[config.mk]
export PLATFORM = sky130hd
export DESIGN_NAME = bird_physics_flat
export DESIGN_NICKNAME = d
export VERILOG_FILES = /design/src/rtl/bird_physics_if.sv /design/src/rtl/bird_physics.sv /design/src/flat_wrapper.sv
export SDC_FILE = /design/constraint.sdc
export NUM_CORES = 1
export LEC_CHECK = 0
export CORE_MARGIN = 2
export CORE_UTILIZATION = 45
export CTS_BUF_LIST = sky130_fd_sc_hd__clkbuf_8 sky130_fd_sc_hd__clkbuf_16
export CTS_CLUSTER_SIZE = 20
export DETAILED_ROUTE_END_ITERATION = 7
export GPL_ROUTABILITY_DRIVEN = 0
export GPL_TIMING_DRIVEN = 0
export PLACE_DENSITY = 0.69
export SLEW_MARGIN = 25
export SYNTH_ARGS = -nofsm -noshare
export SYNTH_HDL_FRONTEND = slang
export SYNTH_SLANG_ARGS = --single-unit
export TNS_END_PERCENT = 100
[constraint.sdc]
create_clock -name clk_ms -period 5.5 [get_ports clk_ms]
set_input_delay 1.65 -clock clk_ms [delete_from_list [all_inputs] [get_ports clk_ms]]
set_output_delay 1.65 -clock clk_ms [all_outputs]
set_load 0.01 [all_outputs]
[src/rtl/bird_physics_if.sv]
// Bird physics bus: game-state FSM / pipe generator drive the controls,
// the physics engine returns the bird's vertical state and collision flags.
//   state    : game state (0 READY, 1 PLAY, 2 FALL, 3 HOLD)
//   flap_btn : raw asynchronous flap button
//   pipe_x   : pipe right-edge X per slot, slot i at [10i+9:10i]
//   pipe_y   : pipe gap top Y per slot, slot i at [9i+8:9i]
//   v_pos    : bird bottom Y
//   vel      : velocity magnitude
//   vel_up   : 1 = moving up
//   hit_pipe : per-slot collision flag
//   landed   : bird resting on the ground line
//   is_dead  : sticky death flag
interface bird_physics_if #(
  parameter int unsigned Y_W    = 9,
  parameter int unsigned V_W    = 6,
  parameter int unsigned PIPE_N = 2
) ();

  logic [1:0]           state;
  logic                 flap_btn;
  logic [10*PIPE_N-1:0] pipe_x;
  logic [9*PIPE_N-1:0]  pipe_y;
  logic [Y_W-1:0]       v_pos;
  logic [V_W-1:0]       vel;
  logic                 vel_up;
  logic [PIPE_N-1:0]    hit_pipe;
  logic                 landed;
  logic                 is_dead;

  modport master (
    output state, flap_btn, pipe_x, pipe_y,
    input  v_pos, vel, vel_up, hit_pipe, landed, is_dead
  );

  modport slave (
    input  state, flap_btn, pipe_x, pipe_y,
    output v_pos, vel, vel_up, hit_pipe, landed, is_dead
  );

endinterface

[src/rtl/bird_physics.sv]
// Vertical-motion and collision engine for the player bird, clocked on the
// millisecond tick. Integrates gravity and flap impulses into velocity and
// position, checks the bird box against PIPE_N pipe slots and the ground,
// and keeps a sticky death flag.
// Ports:
//   clk_ms : millisecond tick clock
//   rst_n  : asynchronous active-low reset
//   bus    : bird_physics_if slave (controls in, bird state / flags out)
module bird_physics #(
  parameter int unsigned Y_W     = 9,
  parameter int unsigned V_W     = 6,
  parameter int unsigned PIPE_N  = 2,
  parameter int unsigned FLAP_V  = 30,
  parameter int unsigned GRAVITY = 3,
  parameter int unsigned V_MAX   = 45,
  parameter int unsigned H_POS   = 320,
  parameter int unsigned SLOT_W  = 60,
  parameter int unsigned SLOT_H  = 100,
  parameter int unsigned LAND_H  = 100,
  parameter int unsigned Y_TOP   = 455,
  parameter int unsigned BIRD_W  = 34,
  parameter int unsigned BIRD_H  = 24,
  parameter int unsigned Y_START = 240
) (
  input  logic           clk_ms,
  input  logic           rst_n,
  bird_physics_if.slave  bus
);

  // Position math one bit wider so up/down steps cannot wrap.
  localparam int unsigned P_W = Y_W + 1;
  // Signed collision math with headroom for x<SLOT_W / y<SLOT_H.
  localparam int unsigned C_W = Y_W + 3;

  localparam logic signed [C_W-1:0] K_X_HI  = C_W'(H_POS - 2);
  localparam logic signed [C_W-1:0] K_SW_M1 = C_W'(SLOT_W - 1);
  localparam logic signed [C_W-1:0] K_X_LO  = C_W'(H_POS - BIRD_W + 4);
  localparam logic signed [C_W-1:0] K_BH_M2 = C_W'(BIRD_H - 2);
  localparam logic signed [C_W-1:0] K_TWO   = C_W'(2);
  localparam logic signed [C_W-1:0] K_SH    = C_W'(SLOT_H);

  typedef enum logic [1:0] {
    ST_READY = 2'd0,
    ST_PLAY  = 2'd1,
    ST_FALL  = 2'd2,
    ST_HOLD  = 2'd3
  } game_state_e;

  game_state_e w_state;
  assign w_state = game_state_e'(bus.state);

  // Flap path: two-flop synchroniser followed by a rising-edge detector.
  logic r_sync1;
  logic r_sync2;
  logic r_flap_prev;
  logic w_flap_ev;

  always_ff @(posedge clk_ms or negedge rst_n) begin
    if (!rst_n) begin
      r_sync1     <= 1'b0;
      r_sync2     <= 1'b0;
      r_flap_prev <= 1'b0;
    end else begin
      r_sync1     <= bus.flap_btn;
      r_sync2     <= r_sync1;
      r_flap_prev <= r_sync2;
    end
  end

  assign w_flap_ev = r_sync2 & ~r_flap_prev;

  // Bird state registers and their next values.
  logic [Y_W-1:0]    r_v_pos;
  logic [V_W-1:0]    r_vel;
  logic              r_vel_up;
  logic [PIPE_N-1:0] r_hit;
  logic              r_dead;

  logic [Y_W-1:0]    w_pos_nxt;
  logic [V_W-1:0]    w_vel_nxt;
  logic              w_up_nxt;
  logic [PIPE_N-1:0] w_hit_nxt;
  logic              w_dead_nxt;

  // Per-slot collision against the registered position and live pipe inputs.
  logic [PIPE_N-1:0]      w_hit;
  logic signed [C_W-1:0]  w_cv;
  logic signed [C_W-1:0]  w_cx;
  logic signed [C_W-1:0]  w_cy;

  always_comb begin
    w_hit = '0;
    w_cv  = signed'(C_W'(r_v_pos));
    w_cx  = '0;
    w_cy  = '0;
    for (int i = 0; i < int'(PIPE_N); i++) begin
      w_cx = signed'(C_W'(bus.pipe_x[10*i +: 10]));
      w_cy = signed'(C_W'(bus.pipe_y[9*i +: 9]));
      w_hit[i] = (K_X_HI > w_cx - K_SW_M1) &&
                 (K_X_LO < w_cx) &&
                 ((w_cv + K_BH_M2 > w_cy) || (w_cv + K_TWO < w_cy - K_SH));
    end
  end

  // Next-state: velocity first, then position from the new velocity.
  logic [V_W-1:0] w_vacc;
  logic [P_W-1:0] w_sum;
  logic [P_W-1:0] w_floor;
  logic           w_move;

  always_comb begin
    w_pos_nxt  = r_v_pos;
    w_vel_nxt  = r_vel;
    w_up_nxt   = r_vel_up;
    w_hit_nxt  = r_hit;
    w_dead_nxt = r_dead;
    w_vacc     = '0;
    w_sum      = '0;
    w_floor    = '0;
    w_move     = 1'b0;

    unique case (w_state)
      ST_READY: begin
        w_pos_nxt  = Y_W'(Y_START);
        w_vel_nxt  = '0;
        w_up_nxt   = 1'b0;
        w_hit_nxt  = '0;
        w_dead_nxt = 1'b0;
      end
      ST_PLAY: begin
        w_move = 1'b1;
        w_vacc = r_vel + V_W'(GRAVITY);
        if (w_flap_ev) begin
          w_vel_nxt = V_W'(FLAP_V);
          w_up_nxt  = 1'b1;
        end else if (r_vel_up && (r_vel <= V_W'(GRAVITY))) begin
          w_vel_nxt = '0;
          w_up_nxt  = 1'b0;
        end else if (r_vel_up) begin
          w_vel_nxt = r_vel - V_W'(GRAVITY);
        end else begin
          w_vel_nxt = (w_vacc > V_W'(V_MAX)) ? V_W'(V_MAX) : w_vacc;
        end
      end
      ST_FALL: begin
        // Falling from an upward move stalls first, then doubles gravity.
        w_move   = 1'b1;
        w_up_nxt = 1'b0;
        w_vacc   = r_vel + V_W'(2 * GRAVITY);
        if (r_vel_up) begin
          w_vel_nxt = '0;
        end else begin
          w_vel_nxt = (w_vacc > V_W'(V_MAX)) ? V_W'(V_MAX) : w_vacc;
        end
      end
      ST_HOLD: begin
      end
      default: begin
      end
    endcase

    if (w_move) begin
      w_sum   = P_W'(r_v_pos) + P_W'(w_vel_nxt);
      w_floor = P_W'(LAND_H) + P_W'(w_vel_nxt);
      if (w_up_nxt) begin
        w_pos_nxt = (w_sum > P_W'(Y_TOP)) ? Y_W'(Y_TOP) : w_sum[Y_W-1:0];
      end else begin
        w_pos_nxt = (P_W'(r_v_pos) < w_floor) ? Y_W'(LAND_H - 1)
                                              : r_v_pos - Y_W'(w_vel_nxt);
      end
      w_hit_nxt  = w_hit;
      w_dead_nxt = r_dead | (|w_hit) | (r_v_pos < Y_W'(LAND_H));
    end
  end

  // Bird state register.
  always_ff @(posedge clk_ms or negedge rst_n) begin
    if (!rst_n) begin
      r_v_pos  <= Y_W'(Y_START);
      r_vel    <= '0;
      r_vel_up <= 1'b0;
      r_hit    <= '0;
      r_dead   <= 1'b0;
    end else begin
      r_v_pos  <= w_pos_nxt;
      r_vel    <= w_vel_nxt;
      r_vel_up <= w_up_nxt;
      r_hit    <= w_hit_nxt;
      r_dead   <= w_dead_nxt;
    end
  end

  assign bus.v_pos    = r_v_pos;
  assign bus.vel      = r_vel;
  assign bus.vel_up   = r_vel_up;
  assign bus.hit_pipe = r_hit;
  assign bus.is_dead  = r_dead;
  // Ground contact decoded straight from the registered position.
  assign bus.landed   = (r_v_pos == Y_W'(LAND_H - 1));

endmodule

[src/flat_wrapper.sv]
// flat-port wrapper written by rule: the top's interface ports become plain ports
module bird_physics_flat 
#(
  parameter int unsigned Y_W     = 9,
  parameter int unsigned V_W     = 6,
  parameter int unsigned PIPE_N  = 2,
  parameter int unsigned FLAP_V  = 30,
  parameter int unsigned GRAVITY = 3,
  parameter int unsigned V_MAX   = 45,
  parameter int unsigned H_POS   = 320,
  parameter int unsigned SLOT_W  = 60,
  parameter int unsigned SLOT_H  = 100,
  parameter int unsigned LAND_H  = 100,
  parameter int unsigned Y_TOP   = 455,
  parameter int unsigned BIRD_W  = 34,
  parameter int unsigned BIRD_H  = 24,
  parameter int unsigned Y_START = 240
)
  (clk_ms, rst_n, bus_state, bus_flap_btn, bus_pipe_x, bus_pipe_y, bus_v_pos, bus_vel, bus_vel_up, bus_hit_pipe, bus_landed, bus_is_dead);
  bird_physics_if #(.Y_W(Y_W), .V_W(V_W), .PIPE_N(PIPE_N)) bus_i ();
  input  logic clk_ms;
  input  logic rst_n;
  input wire logic [$bits(bus_i.state)-1:0] bus_state;
  input wire logic [$bits(bus_i.flap_btn)-1:0] bus_flap_btn;
  input wire logic [$bits(bus_i.pipe_x)-1:0] bus_pipe_x;
  input wire logic [$bits(bus_i.pipe_y)-1:0] bus_pipe_y;
  output wire logic [$bits(bus_i.v_pos)-1:0] bus_v_pos;
  output wire logic [$bits(bus_i.vel)-1:0] bus_vel;
  output wire logic [$bits(bus_i.vel_up)-1:0] bus_vel_up;
  output wire logic [$bits(bus_i.hit_pipe)-1:0] bus_hit_pipe;
  output wire logic [$bits(bus_i.landed)-1:0] bus_landed;
  output wire logic [$bits(bus_i.is_dead)-1:0] bus_is_dead;
  assign bus_i.state = bus_state;
  assign bus_i.flap_btn = bus_flap_btn;
  assign bus_i.pipe_x = bus_pipe_x;
  assign bus_i.pipe_y = bus_pipe_y;
  assign bus_v_pos = bus_i.v_pos;
  assign bus_vel = bus_i.vel;
  assign bus_vel_up = bus_i.vel_up;
  assign bus_hit_pipe = bus_i.hit_pipe;
  assign bus_landed = bus_i.landed;
  assign bus_is_dead = bus_i.is_dead;
  bird_physics #(.Y_W(Y_W), .V_W(V_W), .PIPE_N(PIPE_N), .FLAP_V(FLAP_V), .GRAVITY(GRAVITY), .V_MAX(V_MAX), .H_POS(H_POS), .SLOT_W(SLOT_W), .SLOT_H(SLOT_H), .LAND_H(LAND_H), .Y_TOP(Y_TOP), .BIRD_W(BIRD_W), .BIRD_H(BIRD_H), .Y_START(Y_START)) u_core (.clk_ms(clk_ms), .rst_n(rst_n), .bus(bus_i));
endmodule
After elaboration in Yosys (flattened, before gate mapping)

Cells that the tools add are included.

Register bits after elaboration: 22
Input bits: 43
Output and inout port bits: 20
Logic and storage cells: 73

$add $sub $neg: 12
Order comparisons: 14
Equal/unequal tests: 3
Multiplexer cells: 20
Bitwise operators: 4
Reductions and logical operators: 12

Operators by type and width:

| cell                  | number |
|---|---|
| $mux 9                | 5 |
| $mux 6                | 6 |
| $gt 10x12->1 const A  | 2 |
| $gt 12x10->1          | 2 |
| $lt 12x12->1          | 2 |
| $sub 10x6->11 const B | 2 |
| $lt 9x10->1 const A   | 2 |
| $sub 9x7->10 const B  | 2 |
| $pmux 6 s3            | 1 |
| $gt 6x6->1 const B    | 2 |
| $add 9x2->10 const B  | 1 |
| $add 9x5->10 const B  | 1 |
| $add 9x6->10          | 1 |
| $gt 10x9->1 const B   | 1 |
| $lt 9x10->1           | 1 |
| $eq 9x7->1 const B    | 1 |
| $lt 9x7->1 const B    | 1 |
| $sub 9x6->9           | 1 |
| $add 7x6->8 const A   | 1 |
| $add 6x2->6 const B   | 1 |
| $add 6x3->6 const B   | 1 |
| $le 6x2->1 const B    | 1 |
| $reduce_or 2->1       | 3 |
| $sub 6x2->6 const B   | 1 |
| 12 further kinds      | 23 |

Depth between registers and ports, before layout

Depth after elaboration: 12
Depth in mapped cells: 20
Depth with buffers taken out: 19

Worst setup path before layout

OpenSTA, ideal clock, no wires.

Path type: input-to-reg
From: input port bus_state[0]
To: register u_core.r_v_pos[8] (netlist: u_core.bus.v_pos[8])
Setup time: 0.136 ns
Arrival: 4.680 ns
Required time: 5.364 ns
Slack: 0.683 ns
Stages: 16
Buffers on the path: 2
Path through: ha_1 buf_2 clkinv_1 clkbuf_1 o21ai_0 a32oi_1 ha_1 inv_1 fa_1 a21o_1 a21oi_1 o21ai_1 a311oi_2 inv_1 a221oi_1 a211oi_1

Cells in the longest elaborated chain, start to end: 7
Elaborated cells on any way between the ends: 18
Those cells by class: 3 x add/sub; 2 x order compare; 2 x eq/ne; 7 x mux; 4 x reduce/logical

Ends and longest elaborated chain:

| item                                        | line                                     | text |
|---|---|---|
| start, declared                             | flat_wrapper.sv:23                       | `input wire logic [$bits(bus_i.state)-1:0] bus_state;` |
| $eq 2x2->1, or another cell as far along    | bird_physics.sv:122                      | `unique case (w_state)` |
| $pmux 6 s3 *                                | bird_physics.sv:122                      |  |
| named net u_core.w_vel_nxt[0]               | bird_physics.sv:80                       | `logic [V_W-1:0] w_vel_nxt;` |
| $add 9x6->10 or $add 7x6->8 (tied branches) | bird_physics.sv:163, bird_physics.sv:164 |  |
| $gt 10x9->1 or $lt 9x10->1 (tied branches)  | bird_physics.sv:166, bird_physics.sv:168 |  |
| $mux 9, on equally long branches            | bird_physics.sv:166, bird_physics.sv:168 |  |
| $mux 9 *                                    | bird_physics.sv:165                      | `if (w_up_nxt) begin` |
| $mux 9 *                                    | bird_physics.sv:162                      | `if (w_move) begin` |
| end signal, assigned                        | bird_physics.sv:179                      | `r_v_pos <= Y_W'(Y_START);` |
| end signal, assigned                        | bird_physics.sv:185                      | `r_v_pos <= w_pos_nxt;` |
| end, declared                               | bird_physics.sv:73                       | `logic [Y_W-1:0] r_v_pos;` |

The timed path passes the listed nets; every way through them passes the cells marked *.
A chain may end at the register's enable or synchronous reset.

Worst setup path in the final report

From: input port bus_state[1]
To: register u_core.r_v_pos[0] (netlist: u_core.bus.v_pos[0])

The elaborated chain is that of the path after synthesis.

==> results.toml <==
[worst_setup_path]
cp-end-kind = "flop"
cp_cell_sequence = "clkdlybuf4s50_1 -> inv_1 -> ha_1 -> a21oi_2 -> a21boi_0 -> a32oi_1 -> and3_1 -> buf_6 -> ha_1 -> nand4_1 -> nand2_1 -> mux2_2 -> a21oi_2 -> o21ai_1 -> a221o_1"
worst_setup_path_start_kind = "primary input"
crit_path_max_incr_delay_ns = 0.51
cp_top_family = "compound AO/OA/AOI/OAI gates"
crit_buf_inv = 3
crit_path_max_fanout = 6
startpoint = "bus_state[1]"
cp_slowest_cell = "clkdlybuf4s50_1"
arrival_ns = 5.49
required_ns = 5.66
crit_type = "primary input to flop"
rr_startpoint = "u_core.bus.vel[1]$_DFF_PN0_"

[status]
status = "finished clean"

[hold_path]
hold_class = "flop to flop"
min_from = "u_core.r_sync1$_DFF_PN0_"

[routing]
avgRoutedWirePerCell_um = 16.78
drt-pass1-iter-count = 4
viasPerCell = 5.997
drc_errors = 0
vias = 3928
postRouteAntennaNets = 0
wl_um = 10990
drt_iter0_drc = 193

[sta]
worst_pin_slew_ns = 0.5885
fin_tns_setup_ns = 0
relSlewSlack_pct = 60.77
rsz0062_at_grt = "no"
slew_violations = 0
period_needed_ns = 5.330
hold_viol = 0
fin_crit_sh_pct = 96.91
clock_skew_ns = 0.003141
max_freq_mhz = 187.6
setup_violations = 0
hold_ws_ns = 0.3594

[cells_and_area]
synthToLayoutAreaGrowth_pct = 22.57
fin_area_um2 = 4763
fillCellCount = 765
antenna-diode-count = 0
regArea_um2 = 555.5
layout-drive-gt1-share_pct = 8.909
final_common_cell = "ha_1"
nNetsFinal = 666
final_cell_mix = "70 x ha_1, 61 x clkdlybuf4s50_1, 44 x inv_1"
multiInputGateArea_um2 = 3077
final_cells = 655

[global_routing]
grt_start_max_net_pins = 23
grt_overflow = 0
grt_usage_pct = 22.79
grt_pass1_wl_um = 17750
grt_pass1_vias = 3678
grt_antenna_before_repair = 0

[cts]
htreeDepth = 1
clk_latency_ns = 0.27
numCtsBuffers = 3
cts_buffer_depth = 2
clkSlewWorstSetupHoldPaths_ns = 0.09
cts-root-buf = "clkbuf_8"
cts_tree = "built"
cts_sinks = 22

[synth]
seq_area_frac_synth_pct = 14.29
synth_compound_area_share_pct = 26.46
yosysTopAreaCell = "ha_1"
synthCells = 482
synth_top_area_share_pct = 22.54
synthesis.nets = 597
syn_area_um2 = 3886
synth_xor_area_share_pct = 8.564
synthMuxAreaShare_pct = 1.095
synth_enable_flop_cells = 0
synthArstFlopShare_pct = 100.0
synth_top_family_by_area = "compound AO/OA/AOI/OAI gates"
ys.flop_type = "dfrtp_1"
ys_ff_latch = 22
synth.area.top_cells = "ha_1 23%, dfrtp_1 12%, xnor2_1 6.3%"
yosysWarningCount = 0
yosysUniqueCellTypes = 84
synthSimpleGateAreaFrac_pct = 18.87
syn-mean-instance-area_um2 = 8.063
yosys.area_share.adder_pct = 23.57

[place]
placed_cells = 649
place_area_um2 = 4633
place_hpwl_um = 8820
numPortBuffers = 62

[die]
dieArea_um2 = 9395
io_pins = 63
rows = 33
core_um2 = 8299
die-width_um = 96.93
fp.dieH_um = 96.93
initial_core_util_pct = 46.83

[pwr]
power_w = 0.002107
power.density_nw_per_um2 = 442.4
ir_drop_v = 0.0002035
leakage_nw = 2.102

[run]
cap_viol_max_count = 0
==> registers in the layout, summed over array words and instances, names as in the netlist <==
| register | flops |
|---|---|
| u_core.bus.is_dead | 1 |
| u_core.bus.v_pos | 9 |
| u_core.r_sync1 | 1 |
| u_core.bus.vel_up | 1 |
| u_core.bus.vel | 6 |
| u_core.bus.hit_pipe | 2 |
| u_core.r_sync2 | 1 |
| u_core.r_flap_prev | 1 |
==> synthesized netlist by cell type, types with 4 or more instances <==
cell / number
o21a_1: 11
or3_1: 4
a211oi_1: 4
dfrtp_1: 18
a21o_1: 8
dfstp_2: 4
o21ai_0: 22
nand2_1: 28
nor2_1: 30
a31oi_1: 5
nand3_1: 11
nor3_1: 19
xor2_1: 10
o22ai_1: 4
buf_2: 6
o21ai_1: 4
a21oi_1: 33
clkbuf_1: 8
nand2b_1: 7
nand4_1: 6
inv_1: 44
nor2b_1: 6
ha_1: 70
xnor2_1: 28
==> through the flow <==
stage,util (%),worst slack [ns]
3_5_place_dp,55.83,-0.6775
3_3_place_gp,55.89,-0.6417
4_1_cts,57.08,0.01084
5_1_grt,57.39,0.01829
6_report,57.39,0.1702
2_1_floorplan,-,0.6835
==> final cells by class <==
cell class                      instances  share of cell area, %
Sequential cell                        22                  11.66
Tap cell                              105                  2.758
Timing Repair Buffer                   64                  13.50
Buffer                                 19                  2.206
Clock inverter                          1                 0.6304
Clock buffer                            3                 0.8668
Inverter                               47                  3.783
Multi-Input combinational cell        394                  64.59
==> kinds of logic after synthesis <==
kind of cell             after synthesis
flip-flops                            22
buffers and inverters                 66
XOR/XNOR                              38
AND/OR/NAND/NOR                      136
multiplexers                           4
AO/OA/AOI/OAI                        144
adder cells (fa/ha/maj)               72
==> what timing repair did <==
action / in CTS / in global routing
gates resized for setup: 2 / 8
pin swaps: 1 / 1
setup endpoints to repair: 9 / 9
buffers inserted: 1 / 1
hold buffers: 0 / 0
==> where the power goes <==
group	internal, W	switching, W
combinational	0.000737	0.000918
clock	0.0000974	0.0000625
sequential	0.000214	0.0000784
total	0.00105	0.00106
==> metal layers <==
layer	wire length, µm	vias up	global-route usage, %
li1	-	1891	-
met1	4947	1882	30.41
met2	5297	145	39.96
met3	631	10	2.962
met4	113	0	3.684
met5	0	-	0
==> final timing paths <==
check                                             endpoint  slack [ns]  depth (start not counted)
max                        u_core.bus.v_pos[0]$_DFFE_PN0N_        0.17                         15
min                               u_core.r_sync2$_DFF_PN0_        0.36                          0
max reg2reg                u_core.bus.v_pos[0]$_DFFE_PN0N_        0.58                         18
min reg2reg                       u_core.r_sync2$_DFF_PN0_        0.36                          0
max in group asynchronous  u_core.bus.v_pos[5]$_DFFE_PN1N_        3.78                          1
min in group asynchronous  u_core.bus.v_pos[2]$_DFFE_PN0N_        1.35                          1
Note: power is estimated with default switching activity, not from simulation.
